`src/rtl/usb_tx_control_fsm.sv`:
```
// usb_tx_control_fsm: USB packet transmit sequencer (SYNC, PID, payload, CRC16, EOP, idle-J).
// Define USB_TX_DATA_TOGGLE_EN to alternate the DATA0/DATA1 PID between DATA packets.
module usb_tx_control_fsm #(
  parameter int MAX_PAYLOAD = 64
) (
  input  logic        clk,
  input  logic        n_rst,
  input  logic [2:0]  tx_packet,
  input  logic        tx_start,
  input  logic [6:0]  buffer_occupancy,
  input  logic [7:0]  tx_data,
  input  logic [15:0] crc16,
  input  logic        shift_en,
  input  logic        byte_done,
  output logic [7:0]  tx_byte,
  output logic        load_byte,
  output logic        get_tx_data,
  output logic        clear_crc,
  output logic        crc_en,
  output logic        send_eop,
  output logic        tx_busy,
  output logic        tx_error
);
  typedef enum logic [3:0] {IDLE, SYNC, PID, DATA, CRC_LO, CRC_HI, EOP, IDLE_J, ERROR} state_t;
  localparam logic [7:0] MAX_LEN = 8'(MAX_PAYLOAD);
  localparam logic [2:0] PKT_DATA = 3'd1;
  state_t state, state_n;
  logic [2:0] pkt, pkt_n;
  logic [6:0] cnt, cnt_n;
  logic eop_half, eop_half_n;
  logic [7:0] byte_n, data_pid;
  logic load_n, get_n, clr_n, legal;
`ifdef USB_TX_DATA_TOGGLE_EN
  logic toggle;
  assign data_pid = toggle ? 8'h4B : 8'hC3;
  always_ff @(posedge clk) begin
    if (!n_rst) toggle <= 1'b0;
    else if (state == EOP && state_n == IDLE_J && pkt == PKT_DATA) toggle <= ~toggle;
  end
`else
  assign data_pid = 8'hC3;
`endif
  assign legal = tx_packet inside {3'd1, 3'd4, 3'd5, 3'd7};
  // Outputs are registered from the next state, so every strobe lands in the first cycle of its state.
  always_comb begin
    state_n = state;
    pkt_n = pkt;
    cnt_n = cnt;
    byte_n = tx_byte;
    load_n = 1'b0;
    get_n = 1'b0;
    clr_n = 1'b0;
    eop_half_n = state == EOP ? (eop_half || shift_en) : 1'b0;
    case (state)
      IDLE: if (tx_start && legal) begin
        pkt_n = tx_packet;
        cnt_n = tx_packet == PKT_DATA ? buffer_occupancy : 7'd0;
        if (tx_packet == PKT_DATA && {1'b0, buffer_occupancy} > MAX_LEN) state_n = ERROR;
        else begin
          state_n = SYNC;
          load_n = 1'b1;
          byte_n = 8'h80;
        end
      end
      SYNC: if (byte_done) begin
        state_n = PID;
        load_n = 1'b1;
        clr_n = 1'b1;
        byte_n = pkt == PKT_DATA ? data_pid : pkt == 3'd4 ? 8'hD2 : pkt == 3'd5 ? 8'h5A : 8'h1E;
      end
      PID, DATA: if (byte_done) begin
        if (cnt != 7'd0) begin
          state_n = DATA;
          load_n = 1'b1;
          get_n = 1'b1;
          byte_n = tx_data;
          cnt_n = cnt - 7'd1;
        end else if (pkt == PKT_DATA) begin
          state_n = CRC_LO;
          load_n = 1'b1;
          byte_n = crc16[7:0];
        end else state_n = EOP;
      end
      CRC_LO: if (byte_done) begin
        state_n = CRC_HI;
        load_n = 1'b1;
        byte_n = crc16[15:8];
      end
      CRC_HI: if (byte_done) state_n = EOP;
      EOP: if (shift_en && eop_half) state_n = IDLE_J;
      IDLE_J: if (shift_en) state_n = IDLE;
      ERROR: state_n = IDLE;
      default: state_n = IDLE;
    endcase
  end
  always_ff @(posedge clk) begin
    if (!n_rst) begin
      state <= IDLE;
      pkt <= '0;
      cnt <= '0;
      eop_half <= 1'b0;
      tx_byte <= '0;
      load_byte <= 1'b0;
      get_tx_data <= 1'b0;
      clear_crc <= 1'b0;
      crc_en <= 1'b0;
      send_eop <= 1'b0;
      tx_busy <= 1'b0;
      tx_error <= 1'b0;
    end else begin
      state <= state_n;
      pkt <= pkt_n;
      cnt <= cnt_n;
      eop_half <= eop_half_n;
      tx_byte <= byte_n;
      load_byte <= load_n;
      get_tx_data <= get_n;
      clear_crc <= clr_n;
      crc_en <= state_n == DATA;
      send_eop <= state_n == EOP;
      tx_busy <= !(state_n inside {IDLE, ERROR});
      tx_error <= state_n == ERROR;
    end
  end
endmodule

```
`config.mk`:
```
export PLATFORM = sky130hd
export DESIGN_NAME = usb_tx_control_fsm
export DESIGN_NICKNAME = d
export VERILOG_FILES = /design/src/rtl/usb_tx_control_fsm.sv
export SDC_FILE = /design/constraint.sdc
export NUM_CORES = 1
export LEC_CHECK = 0
export CAP_MARGIN = 20
export CELL_PAD_IN_SITES_DETAIL_PLACEMENT = 0
export CELL_PAD_IN_SITES_GLOBAL_PLACEMENT = 2
export CORE_MARGIN = 3
export CORE_UTILIZATION = 32
export DETAILED_ROUTE_END_ITERATION = 10
export DONT_BUFFER_PORTS = 1
export PLACE_DENSITY = 0.72
export SLEW_MARGIN = 10
export SYNTH_ARGS = -nofsm -noshare
export SYNTH_HDL_FRONTEND = slang
export SYNTH_SLANG_ARGS = --single-unit
```
`constraint.sdc`:
```
create_clock -name clk -period 2.1 [get_ports clk]
set_input_delay 0.105 -clock clk [delete_from_list [all_inputs] [get_ports clk]]
set_output_delay 0.105 -clock clk [all_outputs]
set_load 0.02 [all_outputs]
```
# == Word-level counts from Yosys, hierarchy flattened ==
# Cells that the tools add are included.
# totals
latch_bits,0
n_memories,0
inputBits,39
out_inout_bits,15
regBits,30
wordCells,93
ram_bits,0
mem_bits_ro,0
# op_classes
shifts,0
bitwise_logic,0
div,0
order_cmp,1
reduce_logical,20
n_eq_ne,24
add_sub_neg,1
mul,0
n_mux,35
# ops
op,n
8-bit 2-to-1 mux,9
7-bit 2-to-1 mux,5
4-bit 2-to-1 mux,8
8-bit case mux with 4 select lines,1
4-bit case mux with 7 select lines,1
4-bit by 3-bit == test with 1-bit output (second input constant),5
3-bit == test (second input constant),5
7-bit case mux with 2 select lines,1
4-bit by 2-bit == test with 1-bit output (second input constant),3
2-bit inequality test (second input constant),6
4-bit logical NOT,2
4-bit nonzero test,2
7-bit greater-than comparator (second input constant),1
1-bit 2-to-1 mux,7
7-bit AND reduction,1
7-bit nonzero test,1
7-bit by 1-bit subtractor with 7-bit output (second input constant),1
3-bit by 1-bit == test with 1-bit output (second input constant),2
2-bit AND reduction,3
4-bit by 1-bit == test with 1-bit output (second input constant),1
4-bit == test (second input constant),1
4-bit AND reduction,1
2-bit nonzero test,2
2-bit OR reduction,2
8 further kinds,10

# == Logic depth before layout (Yosys ltp) ==
# Gate-level depths: netlist of the first run.
# depth
word_depth,8
depth_mapped,7

# == Worst setup path before layout of the first run ==
# Ideal clock, no wire load.
# synth_path
kind,reg-to-reg
start,register cnt[0]
end,register tx_byte[1]
arrival_time_ns,2.010
stages_incl_launch_ff,8
setup_slack_ns,-0.033
period_less_slack_ns,2.133
n_path_buf,0
cell_sequence,dfxtp_1 inv_1 ha_1 or4b_4 nor3_4 mux2_2 a221oi_1 o2bb2ai_1
# synth_via
elab_chain_len,4
elab_cells_between_ends,6
# synth_rtl
element,line_no,source
start: declaration,29,"logic [6:0] cnt, cnt_n;"
start signal: assignment,113,cnt <= cnt_n;
7-bit nonzero test (*),72,if (cnt != 7'd0) begin
8-bit 2-to-1 mux,72,
8-bit 2-to-1 mux,71,"PID, DATA: if (byte_done) begin"
8-bit case mux with 4 select lines,54,case (state)
end signal: assignment,115,tx_byte <= byte_n;
end: declaration,15,"output logic [7:0] tx_byte,"
# Every way passes the cells marked *; elsewhere a longest branch is shown, timed or not. The select of a mux whose other input is x is not followed.
# A chain may end at the register's enable or synchronous reset.

# == Worst setup path after layout of the first run ==
# layout_path
start,register cnt[1]
end,register tx_byte[3]
# The elaborated chain is that of the path after synthesis.

==> results.cfg, run 1 <==
[die]
rows = 25
die_x_microns = 78.09
io_pins = 54
coreArea_sq_mm = 0.004880
die_h_microns = 78.09
initial_core_util_pct = 34.08
dieArea_sq_mm = 0.006097

[clocking]
clk_latency_ns = 0.29
cts_tree = yes
cts_made_buffers = 5
h-tree-depth = 2
cts.path.max_buffers = 2
root_buffer = clkbuf_8
clock-sinks = 30
clkTransAtPathRegs_ns = 0.06

[logic_synthesis]
synth_area_sq_mm = 0.001663
synthFlopType = dfxtp_1
synth_top_cell_by_area = dfxtp_1
synthTopCellsByArea = dfxtp_1 36%, o2bb2ai_1 5.3%, nor2_1 4.5%, a21oi_1 4.2%, a221oi_1 3.7%
synth_most_common_cell = dfxtp_1
ys_warn_count = 0
synth_edf_count = 0
synth_common_cells = 30 x dfxtp_1, 20 x nor2_1, 14 x a21oi_1
synth_seq_area_share_pct = 36.12
synth_cell_types = 53
synthCells = 198
syn_area_per_cell_sq_um = 8.398
ys_ff_latch = 30
synth_fp_nets = 238
async_reset_ff_share_pct = 0
yosysTopAreaCellShare_pct = 36.12

[placed_design]
dp_hpwl_microns = 3819
io_buffers = 0
preCtsSetupSlack_ns = -0.02339
place_area_sq_mm = 0.001897
dpl.cell_count = 276
place_congestion = 0.8932

[cells_and_area]
finalNetCount = 265
layout-drive-gt1-share_pct = 21.78
utilization_pct = 43.41
stdcell_count = 292
area_growth_syn_to_layout_pct = 27.39
diodes = 0
final_area_sq_mm = 0.002118

[route]
wl_per_cell_microns = 17.32
drt-initial-drc-count = 128
drcViolationCount = 0
avgViaCountPerCell = 5.651
ant_nets = 0
vias = 1650
dr.pass1.iters = 4
drt-total-wl_microns = 5056

[grt]
grt_pass1_vias = 1689
grt_max_degree = 13
antenna_found_initial = 0
track_usage_pct = 17.14
grt_pass1_wl_microns = 8190
grt-ovfl-total = 0

[min_path]
hold_path_class = input pin to register
hold_path_depth = 2

[critical_path]
arrival_ns = 2.21
worstPathRequired_ns = 2.27
endpoint_kind = register
critPathLaunchType = register
ff2ff_path_depth = 8
crit_fanout = 3
path_class = register to register

[run_status]
status = complete, no violations

[timing]
tightest_slew_ns = 0.5559
worst_clock_skew_ns = 0.005282
relSlewSlack_pct = 62.94
rsz0062_at_grt = yes
period_minus_slack_ns = 2.042
setup_ws_ns = 0.05775
min_period_over_period_pct = 97.25
fin_tns_setup_ns = 0
hold_viol = 0
fmax_mhz = 489.7
drv_slew = 0
hold_slack_ns = 0.009843
setup_viol = 0

[power]
max-vdd-ir-drop_uv = 441.6
powerDensity_mw_per_mm2 = 838.4
p_leak_nw = 0.8169
power_mw = 1.776

[run]
max_cap_viol_count = 0
[worst paths after layout]
| check | end | startpoint | slack, ns |
|---|---|---|---|
| worst min register to register | eop_half | eop_half | 0.48 |
| worst max register to register | tx_byte[3] | cnt[1] | 0.06 |
| worst min-delay path | tx_byte[3] | crc16[11] | 0.01 |
| worst max-delay path | tx_byte[3] | cnt[1] | 0.06 |
[routing by layer]
metal | GRT usage, % | vias up | part of all wire [%]
met5 | 0 | - | 0
met4 | 6.818 | 0 | 1.6
met3 | 6.422 | 6 | 8.5
met2 | 25.86 | 63 | 45
met1 | 22.07 | 776 | 45
li1 | - | 805 | -
[layout by cell type, fill, tap and decap left out, types with 3 or more instances in the layout]
cell type | Yosys | routed
nand2_1 | 12 | 12
buf_4 | 0 | 23
a22o_1 | 3 | 3
inv_1 | 8 | 6
dlygate4sd3_1 | 0 | 7
a221oi_1 | 7 | 3
o22ai_1 | 3 | 3
nand2b_1 | 3 | 3
a221oi_2 | 0 | 4
nor3b_1 | 3 | 3
dfxtp_1 | 30 | 28
a31oi_1 | 4 | 4
nor3_1 | 4 | 4
nor2_1 | 20 | 20
clkbuf_8 | 0 | 6
a21oi_1 | 14 | 14
nand3_1 | 4 | 4
o21ai_0 | 7 | 7
nor4_1 | 3 | 3
o21bai_1 | 3 | 3
and3_1 | 5 | 5
o2bb2ai_1 | 10 | 10
and2_1 | 3 | 3
[sequential cells by signal, summed over array words and instances (netlist names)]
signal	cells
get_tx_data	1
tx_byte	8
load_byte	1
crc_en	1
state	4
pkt	3
cnt	7
eop_half	1
tx_busy	1
send_eop	1
tx_error	1
clear_crc	1
[critical path, stage by stage, from the launching register on]
cell and delay [ns]:
dfxtp_2 0.32, inv_2 0.07, ha_4 0.13, or4b_4 0.47
nor3_4 0.18, buf_6 0.14, mux2_4 0.30, a221oi_2 0.22
o2bb2ai_1 0.09
[area by class of cell]
type	count	area (sq um)
sequential	30	603.1
inverter	8	30.03
fill	533	2761
timing repair buffer	31	254.0
multi-input combinational	149	1035
clock inverter	1	30.03
tap	67	83.83
clock buffer	6	82.58
[cells by family after synthesis]
group | Yosys count | share of synthesized area, %
flops | 30 | 36.12
xor+xnor | 3 | 1.580
simple gates | 71 | 23.78
fa+ha+maj | 2 | 1.354
compound gates | 69 | 30.17
mux | 4 | 2.633
buf+inv | 19 | 4.364
[power by group]
part / internal (mW) / switching, mW
Clock: 0.379 / 0.213
Sequential: 0.610 / 0.0582
Combinational: 0.263 / 0.254
Total: 1.25 / 0.524
[repair_timing]
action	CTS	global route
hold buffers	7	0
hold endpoints to repair	15	0
resized for setup	0	5
buffers inserted	0	2
setup endpoints to repair	2	6
pin swaps	1	4
Note: power is estimated with default switching activity, not from simulation.
==> inputs of run 2 (changes only) <==
GPL_TIMING_DRIVEN = 0   (was not set)
HOLD_SLACK_MARGIN = 0.08   (was not set)
==> run 2 against run 1 <==
The flow now finishes with violations (setup timing). Clock power down 16%. Final cell count rose by 3.4%. Via count is 5.0% higher. Worst setup slack got worse by 0.16 ns. Utilization rose by 3.1 points. Global-route usage up 0.22 points. Clock-buffer cell count stayed put. Sequential share of layout area fell by 1.8 points. Flip-flop and latch count unchanged. Cell area up 7.2%. Worst hold slack gained 0.11 ns. Total power up 0.68%. Critical path type unchanged. Critical endpoint is now tx_busy. Largest power group unchanged.
==> results.cfg, run 2 (synthesis results as in run 1) <==
[run_status]
violations = setup timing
status = finished, violations left

[die]
initial_core_util_pct = 34.08
die_x_microns = 78.09
rows = 25
die_h_microns = 78.09
dieArea_sq_mm = 0.006097
coreArea_sq_mm = 0.004880
io_pins = 54

[cells_and_area]
diodes = 0
layout-drive-gt1-share_pct = 23.40
finalNetCount = 274
top_register = tx_byte
largest_register_ffs = 8
mostFrequentLayoutCell = dfxtp_1
fillers = 503
reg.largest.list = tx_byte: 8 flops, cnt: 7 flops, state: 4 flops
most-common-layout-cells = 28 x dfxtp_1, 18 x nor2_1, 18 x dlygate4sd3_1, 13 x a21oi_1, 11 x nand2_1
area_growth_syn_to_layout_pct = 36.57

[route]
drcViolationCount = 0
drt-initial-drc-count = 114
vias = 1733
wl_per_cell_microns = 17.84
drt-total-wl_microns = 5388
avgViaCountPerCell = 5.738
ant_nets = 0
dr.pass1.iters = 4

[critical_path]
worstPathRequired_ns = 2.27
path_class = register to register
crit_fanout = 4
slowest_delay_ns = 0.49
endpoint_kind = register
critical_path.cell_chain = inv_4 -> ha_4 -> or4b_4 -> nor3_4 -> buf_6 -> nand2_4 -> a211o_1 -> o31a_1
critPathLaunchType = register
arrival_ns = 2.38
slowest_stage = or4b_4

[power]
power_mw = 1.788
max-vdd-ir-drop_uv = 402.4
p_switching_mw = 0.6015
p_comb_share_pct = 34.7
clkPwrFrac_pct = 27.9
switching_share_pct = 33.64
seq_power_share_pct = 37.3
internal-power_mw = 1.187
p_leak_nw = 0.8317
powerDensity_mw_per_mm2 = 787.4

[min_path]
hold_path_class = input pin to register

[timing]
drv_slew = 0
period_minus_slack_ns = 2.207
min_period_over_period_pct = 105.1
tightest_slew_ns = 1.013
fin_tns_setup_ns = -0.4892
relSlewSlack_pct = 31.92
setup_ws_ns = -0.1070
setup_viol = 12
fmax_mhz = 453.1
rsz0062_at_grt = yes
hold_viol = 0
worst_clock_skew_ns = 0.009997

[clocking]
cts_tree = yes
root_buffer = clkbuf_8
clkTransAtPathRegs_ns = 0.07
h-tree-depth = 2
cts_made_buffers = 5
clock-sinks = 30
clk_latency_ns = 0.28
cts.path.max_buffers = 2

[grt]
grt-ovfl-total = 0
grt_pass1_wl_microns = 8424
grt_pass1_vias = 1701
track_usage_pct = 17.37
antenna_found_initial = 0
grt_max_degree = 11

[placed_design]
place_congestion = 0.8191
io_buffers = 0
dp_hpwl_microns = 3821

[run]
max_cap_viol_count = 0
run 2: changes by cell type in the layout (fill, tap and decap cells not counted), sizes merged:
cell         delta
dlygate4sd3    +11
buf             -9
clkbuf          +7
bufinv          -1
clkinv          +1
clkinvlp        +1
run 2: stage by stage:
stage	worst slack (ns)	area, sq um	hold WS, ns	util, %	cells
floorplan	-0.02167	1690	0.2410	-	198
global placement	-0.2641	1774	0.2494	36.36	265
CTS	-0.06018	2105	0.1054	43.13	297
finish	-0.1070	2271	0.1191	46.54	302
detailed placement	-0.3343	1774	0.2575	36.36	265
global route	-0.1903	2271	0.1429	46.54	302
run 2: metal layers:
layer	vias up	share of wire [%]	track usage, %
li1	832	-	-
met1	819	45	23.41
met2	78	47	27.40
met3	4	7.1	4.931
met4	0	0.85	4.196
met5	-	0	0
run 2: critical path, delay by kind of cell (launching register included):
kind	cells	cell delay, ns
AO/OA/AOI/OAI	2	0.60
flip-flops	1	0.36
AND/OR/NAND/NOR	3	0.78
buffers and inverters	2	0.22
adder cells (fa/ha/maj)	1	0.14
run 2: power groups by stage:
stage	logic (mW)	registers, mW	clock network, mW
detailed placement	0.425	0.676	0
floorplan	0.335	0.666	0
global route	0.676	0.672	0.540
global placement	0.414	0.675	0
finish	0.621	0.667	0.499
CTS	0.507	0.664	0.512
run 2: timing repair:
item / in CTS / in global routing
hold buffers: 18 / 0
setup buffers: 6 / 7
gates cloned: 0 / 0
endpoints found under the setup margin: 21 / 20
endpoints found under the hold margin: 13 / 0
pin swaps: 3 / 11
resized for setup: 3 / 25
run 2: path summary, 6_finish.rpt:
| path | from | to | slack, ns | cells past startpoint |
|---|---|---|---|---|
| min reg2reg | pkt[0] | pkt[0] | 0.54 | 2 |
| min | crc16[10] | tx_byte[2] | 0.12 | 3 |
| max reg2reg | cnt[0] | tx_busy | -0.11 | 8 |
| max | cnt[0] | tx_busy | -0.11 | 8 |
run 2: cell type report:
type	count	area (sq um)	share of cell area [%]
well taps	67	83.83	3.691
clock inverters	2	12.51	0.5510
repair buffers	31	289.0	12.73
multi-input cells	149	1129	49.70
flip-flops and latches	30	605.6	26.67
clock buffers	6	82.58	3.636
plain buffers	9	36.28	1.598
inverters	8	32.53	1.433
